--- src/rtl/carpma_denetleyici_pkg.sv ---
// Shared definitions for the multiply issue unit: carpma_birimi control codes,
// RV32M funct3 encodings and the sequencer state type.
package carpma_denetleyici_pkg;

   localparam logic [1:0] CARPMA_MUL    = 2'b00;
   localparam logic [1:0] CARPMA_MULH   = 2'b01;
   localparam logic [1:0] CARPMA_MULHSU = 2'b10;
   localparam logic [1:0] CARPMA_MULHU  = 2'b11;

   localparam logic [2:0] F3_MUL    = 3'b000;
   localparam logic [2:0] F3_MULH   = 3'b001;
   localparam logic [2:0] F3_MULHSU = 3'b010;
   localparam logic [2:0] F3_MULHU  = 3'b011;

   // Wide enough for GECIKME-1 with GECIKME up to 7.
   localparam int unsigned SAYAC_W = 3;

   typedef enum logic [1:0] {
      CD_BOSTA   = 2'd0,
      CD_HESAPLA = 2'd1,
      CD_SONUC   = 2'd2
   } cd_durum_e;

endpackage

--- src/rtl/carpma_denetleyici.sv ---
// Issue/sequencing unit in front of carpma_birimi: accepts RV32M multiply requests,
// steps the multiplier through GECIKME cycles and holds the result for writeback.
// Optional zero-operand bypass: define CARPMA_SIFIR_ATLA_EN.
module carpma_denetleyici
   import carpma_denetleyici_pkg::*;
#(
   parameter int unsigned GECIKME = 1
) (
   input  logic        clk_i,
   input  logic        rst_ni,
   input  logic        temizle_i,
   input  logic        istek_gecerli_i,
   output logic        istek_hazir_o,
   input  logic [2:0]  istek_funct3_i,
   input  logic [31:0] istek_deger1_i,
   input  logic [31:0] istek_deger2_i,
   output logic [1:0]  carp_kontrol_o,
   output logic [31:0] carp_deger1_o,
   output logic [31:0] carp_deger2_o,
   output logic        carp_durdur_o,
   input  logic [31:0] carp_sonuc_i,
   output logic        sonuc_gecerli_o,
   input  logic        sonuc_hazir_i,
   output logic [31:0] sonuc_o
);

   function automatic logic [1:0] kontrol_esle(input logic [2:0] f3);
      logic [1:0] k;
      case (f3)
         F3_MULH:   k = CARPMA_MULH;
         F3_MULHSU: k = CARPMA_MULHSU;
         F3_MULHU:  k = CARPMA_MULHU;
         default:   k = CARPMA_MUL;
      endcase
      return k;
   endfunction

   cd_durum_e          durum_q;
   logic [SAYAC_W-1:0] sayac_q;
   logic [1:0]         kontrol_q;
   logic [1:0]         kontrol_d;
   logic [31:0]        deger1_q;
   logic [31:0]        deger2_q;
   logic               durdur_q;
   logic               gecerli_q;
   logic               sifir_q;

   logic               hazir;
   logic               kabul;
   logic               atla_d;

   assign hazir     = (durum_q == CD_BOSTA) | ((durum_q == CD_SONUC) & sonuc_hazir_i);
   assign kabul     = istek_gecerli_i & hazir & ~temizle_i;
   assign kontrol_d = kontrol_esle(istek_funct3_i);

`ifdef CARPMA_SIFIR_ATLA_EN
   assign atla_d = istek_funct3_i[2] | (istek_deger1_i == '0) | (istek_deger2_i == '0);
`else
   assign atla_d = istek_funct3_i[2];
`endif

   // Accept is only possible from BOSTA or a retiring SONUC, so it is handled
   // ahead of the per-state transitions.
   always_ff @(posedge clk_i or negedge rst_ni) begin
      if (!rst_ni) begin
         durum_q   <= CD_BOSTA;
         sayac_q   <= '0;
         kontrol_q <= '0;
         deger1_q  <= '0;
         deger2_q  <= '0;
         durdur_q  <= 1'b1;
         gecerli_q <= 1'b0;
         sifir_q   <= 1'b0;
      end else if (temizle_i) begin
         durum_q   <= CD_BOSTA;
         durdur_q  <= 1'b1;
         gecerli_q <= 1'b0;
      end else if (kabul) begin
         kontrol_q <= kontrol_d;
         deger1_q  <= istek_deger1_i;
         deger2_q  <= istek_deger2_i;
         sayac_q   <= SAYAC_W'(GECIKME - 1);
         sifir_q   <= atla_d;
         if (atla_d) begin
            durum_q   <= CD_SONUC;
            durdur_q  <= 1'b1;
            gecerli_q <= 1'b1;
         end else begin
            durum_q   <= CD_HESAPLA;
            durdur_q  <= 1'b0;
            gecerli_q <= 1'b0;
         end
      end else begin
         case (durum_q)
            CD_HESAPLA: begin
               if (sayac_q == '0) begin
                  durum_q   <= CD_SONUC;
                  durdur_q  <= 1'b1;
                  gecerli_q <= 1'b1;
               end else begin
                  sayac_q <= sayac_q - 1'b1;
               end
            end
            CD_SONUC: begin
               if (sonuc_hazir_i) begin
                  durum_q   <= CD_BOSTA;
                  gecerli_q <= 1'b0;
               end
            end
            default: begin
               durum_q <= CD_BOSTA;
            end
         endcase
      end
   end

   assign istek_hazir_o   = hazir;
   assign carp_kontrol_o  = kontrol_q;
   assign carp_deger1_o   = deger1_q;
   assign carp_deger2_o   = deger2_q;
   assign carp_durdur_o   = durdur_q;
   assign sonuc_gecerli_o = gecerli_q;
   assign sonuc_o         = (gecerli_q & ~sifir_q) ? carp_sonuc_i : '0;

endmodule

--- config.mk ---
export PLATFORM = sky130hd
export DESIGN_NAME = carpma_denetleyici
export DESIGN_NICKNAME = d
export VERILOG_FILES = /design/src/rtl/carpma_denetleyici_pkg.sv /design/src/rtl/carpma_denetleyici.sv
export SDC_FILE = /design/constraint.sdc
export NUM_CORES = 1
export LEC_CHECK = 0
export CAP_MARGIN = 0
export CELL_PAD_IN_SITES_DETAIL_PLACEMENT = 2
export CELL_PAD_IN_SITES_GLOBAL_PLACEMENT = 2
export CORE_MARGIN = 4
export CORE_UTILIZATION = 20
export DETAILED_ROUTE_END_ITERATION = 8
export HOLD_SLACK_MARGIN = 0.12
export MAX_ROUTING_LAYER = met4
export PLACE_DENSITY_LB_ADDON = 0.1
export SLEW_MARGIN = 10
export SYNTH_ARGS = -nofsm -noshare
export SYNTH_HDL_FRONTEND = slang
export SYNTH_SLANG_ARGS = --single-unit
--- constraint.sdc ---
create_clock -name clk_i -period 1.7 [get_ports clk_i]
set_input_delay 0.255 -clock clk_i [delete_from_list [all_inputs] [get_ports clk_i]]
set_output_delay 0.255 -clock clk_i [all_outputs]
set_load 0.02 [all_outputs]
# == Yosys cells after proc, flatten, opt, wreduce, memory -nomap -nowiden ==
# Cells that the tools add are included.
# classes
add_sub_neg,1
n_eq_ne,8
n_mux,20
n_bitwise,7
reduce_logical,11
# op_table
cell,n
2-to-1 mux 32 bit,1
2-to-1 mux 2 bit,5
2-to-1 mux 3 bit,3
2-to-1 mux 1 bit,8
"!= test 4 bit, second input constant",2
"equality test 3 x 2 -> 1 bit, second input constant",2
case mux 2 bit (3 select lines),1
AND reduction 2 bit,3
AND reduction 3 bit,2
nonzero test 3 bit,2
bitwise AND 1 bit,4
case mux 2 bit (2 select lines),1
nonzero test 4 bit,1
"equality test 3 x 1 -> 1 bit, second input constant",1
zero test 3 bit,1
"subtractor 3 x 1 -> 3 bit, second input constant",1
"equality test 2 x 1 -> 1 bit, second input constant",1
"equality test 2 bit, second input constant",1
zero test 2 bit,1
"!= test 2 bit, second input constant",1
NOT 1 bit,2
case mux 1 bit (2 select lines),1
nonzero test 2 bit,1
OR 1 bit,1
# totals
register_bits,74
input_bits,104
out_inout_bits,101
elab_cells,55

# == Depth between registers and ports, before layout ==
# logic_depth
ltp_word,7
depth_mapped,8
depth_no_buf,7

# == Worst setup path after synthesis ==
# OpenSTA, ideal clock, no wires.
# synth_path
path_type,register -> register
from,reg durum_q[0]
to,"reg deger1_q[23], in the netlist carp_deger1_o[23]"
setup_time_ns,0.125
arrival_time_ns,1.498
required_ns,1.575
setup_slack_ns,0.077
stages_incl_launch_ff,8
path_buffers,2
synth_period_minus_slack_ns,1.623
path_cell_list,dfrtp_1 > inv_1 > ha_1 > a21oi_4 > nor2_4 > buf_6 > buf_6 > mux2_4
# synth_between
elab_chain_cells,6
word_cells_on_any_way,7
cone_classes,1 x eq/ne; 4 x bitwise; 2 x reduce/logical
# synth_rtl
element,line_no,source
"start, declared",carpma_denetleyici.sv:38,cd_durum_e durum_q;
"start signal, assigned",carpma_denetleyici.sv:66,durum_q <= CD_BOSTA;
"start signal, assigned",carpma_denetleyici.sv:75,durum_q <= CD_BOSTA;
"start signal, assigned",carpma_denetleyici.sv:85,durum_q <= CD_SONUC;
equality test 2 bit,carpma_denetleyici.sv:52,assign hazir = (durum_q == CD_BOSTA) | ((durum_q == CD_SONUC) & sonuc_hazir_i);
bitwise AND 1 bit,carpma_denetleyici.sv:52,
OR 1 bit *,carpma_denetleyici.sv:52,
bitwise AND 1 bit * (2 in a row),carpma_denetleyici.sv:53,assign kabul = istek_gecerli_i & hazir & ~temizle_i;
AND reduction 2 bit (no source line) *,-,
"end signal, assigned",carpma_denetleyici.sv:80,deger1_q <= istek_deger1_i;
"end, declared",carpma_denetleyici.sv:42,logic [31:0] deger1_q;
# Mark *: on every way between the ends. The rest lies on a longest branch, timed or not.
# A chain may end at the register's enable or synchronous reset.

# == Final worst setup path ==
# layout_path
from,reg durum_q[0]
to,"reg deger1_q[20], in the netlist carp_deger1_o[20]"
# Same word-level chain as after synthesis.

==> flow_summary_export.csv <==
group,metric,value,unit
clock_tree,cts_made_buffers,9,
outcome,status,"finished with violations",
detailed_routing,routed-via-count,2891,
place,dpl.hpwl,9300,µm
worst_setup_path,required,1.93,ns
cells_and_area,synthToLayoutAreaGrowth,102,%
timing,fmax,552,MHz
die,io_pins,205,
place,finalWeightedCongestion,0.710,
clock_tree,htreeDepth,3,
cells_and_area,fillers,1646,
timing,fin_crit_sh,106,%
synthesis,ys_async_sr_fraction,100,%
detailed_routing,drc,0,
timing,tightestPinTransition,0.370,ns
global_route,antenna_found_initial,0,
synthesis,synth-adder-area-share,1.90,%
timing,grt_setup_unrepaired,"true",
power,power_leakage,0.00294,µW
detailed_routing,dr.pass1.iters,4,
timing,hold_viol_final,0,
worst_hold_path,hold_path_class,"input pin to async pin",
die,die_y,136,µm
clock_tree,clock_path_buffers,2,
power,p_total,7280,µW
clock_tree,clock-sinks,74,
global_route,grt_max_degree,33,
clock_tree,clkTransAtPathRegs,0.06,ns
timing,setup_ws,-0.110,ns
global_route,grt_remaining_overflow,0,
synthesis,synth_top_cell_area_share,55.3,%
synthesis,synth_top_family_by_area,"multiplexers",
global_route,grt_pass1_vias,3237,
synthesis,synth_area,0.00330,mm²
clock_tree,insertion_delay,0.34,ns
worst_setup_path,cp.arrival,2.04,ns
power,ir_drop,0.000427,V
detailed_routing,detail_route.wl_per_cell,19.0,µm
cells_and_area,n_antenna_cell,0,
synthesis,synth_mux_area_share,24.9,%
synthesis,synth_area_leaders,"dfrtp_1, mux2_2, mux2_4",
synthesis,ys_warn_count,0,
worst_setup_path,worstSetupPathType,"register to register",
clock_tree,clockRootBuffer,"clkbuf_16",
synthesis,synth-xor-area-share,0,%
detailed_routing,postRouteAntennaNets,0,
worst_setup_path,cp_max_fo,7,
place,post-place-ws,-0.215,ns
cells_and_area,regArea,0.00185,mm²
synthesis,synth-simple-area-share,10.3,%
global_route,grt-busiest-layer,"met2",
worst_setup_path,reg2reg_from,"durum_q[0]",
flow_run,drv_cap,0,
outcome,violations,"setup timing",
global_route,grt_use_met1,15.0,%
synthesis,synth-seq-cells,74,
worst_setup_path,r2r_cells,8,
synthesis,synth-edff-count,0,
cells_and_area,finalNetCount,586,
global_route,grt_use_met3,6.70,%
synthesis,ys_types,28,
timing,min_period,1.81,ns
worst_setup_path,cp-end-kind,"register",
timing,tns,-4.08,ns
die,die_x,136,µm
worst_setup_path,worst_setup_path_start_kind,"register",
detailed_routing,finalWirelength,13300,µm
synthesis,ys_seq_area_share,56.1,%
detailed_routing,drt_iter0_markers,48,
cells_and_area,stdcell_count,698,
timing,slew_violations,0,
power,power-per-cell-area,1090,mW/mm²
synthesis,syn_inst,238,
cells_and_area,multi_input_area,0.00162,mm²
synthesis,avgSynthCellArea,13.9,µm²
worst_setup_path,rrSetupSlack,-0.11,ns
timing,finalSetupViolCount,78,
synthesis,synth_ff_type,"dfrtp_1",
worst_setup_path,rr_endpoint,"carp_deger1_o[20]",
global_route,track_usage,13.8,%
timing,slew_headroom,75.4,%
global_route,grt_use_met2,21.7,%
place,dp.cells,666,
cells_and_area,fin_util,41.7,%
detailed_routing,routed_via_density,4.14,
die,core_region_area,0.0160,mm²
die,initial_core_util,20.6,%
global_route,grt_pass1_wl,18700,µm
die,die_area,0.0186,mm²
timing,worst_clock_skew,0.00470,ns
clock_tree,cts_tree,"yes",
cells_and_area,drive_gt1_share,39.8,%
synthesis,synth_compound_area_share,3.71,%
die,rows,46,
synthesis,synth_top_cell_by_area,"dfrtp_1",
place,port_buffers,204,
synthesis,synth_nets,347,
-- power breakdown --
| group | switching (µW) | total (µW) | internal (µW) |
|---|---|---|---|
| Clock | 797 | 1980 | 1180 |
| Combinational | 1230 | 2920 | 1680 |
| Sequential | 237 | 2380 | 2150 |
| Total | 2260 | 7280 | 5010 |
-- state kept, by name, indices dropped and copies added, names as in the netlist --
| register | flops |
|---|---|
| sonuc_gecerli_o | 1 |
| sayac_q | 3 |
| carp_kontrol_o | 2 |
| carp_durdur_o | 1 |
| carp_deger1_o | 32 |
| durum_q | 2 |
| carp_deger2_o | 32 |
| sifir_q | 1 |
-- metal layers --
layer / share of wire, % / vias to the layer above
met5: 0 / -
met4: 1.4 / 0
met3: 12 / 12
met2: 47 / 160
met1: 40 / 1424
li1: - / 1295
-- metrics by stage --
step,cell area [µm²],hold WS [ns]
floorplan,3300,-0.0406
global placement,5740,0.191
detailed placement,5740,0.198
CTS,6150,0.373
global route,6670,0.405
finish,6670,0.364
-- critical path: stages, from the launching register on --
cell	delay, ns
dfrtp_1	0.38
inv_2	0.10
ha_4	0.15
a21oi_4	0.07
buf_12	0.13
nor2_4	0.17
buf_12	0.19
clkbuf_16	0.18
mux2_4	0.31
-- worst max path at each step --
| stage | depth (start not counted) | slack, ns | endpoint | start |
|---|---|---|---|---|
| 2_1_floorplan | 7 | 0.08 | carp_deger1_o[23] | durum_q[0] |
| 3_3_place_gp | 4 | -0.16 | istek_hazir_o | sonuc_hazir_i |
| 3_5_place_dp | 5 | -0.22 | carp_deger2_o[26] | sonuc_hazir_i |
| 4_1_cts | 8 | -0.1 | carp_deger2_o[30] | durum_q[0] |
| 5_1_grt | 8 | -0.19 | carp_deger1_o[6] | durum_q[0] |
| 6_report | 8 | -0.11 | carp_deger1_o[20] | durum_q[0] |
-- cells in the final DEF, fill, tap and decap left out, types with 4 or more instances in the layout --
cell type,Yosys,routed
and2_4,0,31
buf_12,0,9
buf_16,0,4
buf_4,0,15
buf_6,4,34
clkbuf_16,0,12
clkdlybuf4s50_1,0,168
dfrtp_1,73,73
inv_1,8,5
mux2_4,27,64
nand2_1,11,10
o21ai_0,8,6
-- logic make-up after synthesis --
family,count (synthesis)
flip-flops,74
buffers and inverters,18
multiplexers,64
adder cells (fa/ha/maj),5
AO/OA/AOI/OAI,19
AND/OR/NAND/NOR,58
-- timing repair --
action | 4_1_cts | 5_1_grt
hold buffers | 1 | 0
endpoints found under the hold margin | 22 | 0
endpoints found under the setup margin | 99 | 96
pin swaps | 5 | 35
buffers inserted | 5 | 2
gates resized for setup | 161 | 134
gates cloned | 4 | 4
-- synth_stat cells (2+ instances only) --
master,count
nor2b_1,2
o21ai_0,8
and2_1,32
clkbuf_1,3
nand2_1,11
nand3_1,2
ha_1,5
buf_6,4
a31oi_1,2
buf_2,3
nor2_1,3
mux2_4,27
nand3b_1,2
a21oi_1,4
mux2_2,37
dfrtp_1,73
nand2b_1,2
inv_1,8
-- layout make-up --
class | instances | share of cell area (%)
tap | 216 | 4.05
multi-input combinational | 146 | 24.3
inverter | 8 | 0.450
timing repair buffer | 238 | 38.9
sequential | 74 | 27.8
clock buffer | 10 | 3.58
clock inverter | 6 | 0.976
Note: power is estimated with default switching activity, not from simulation.
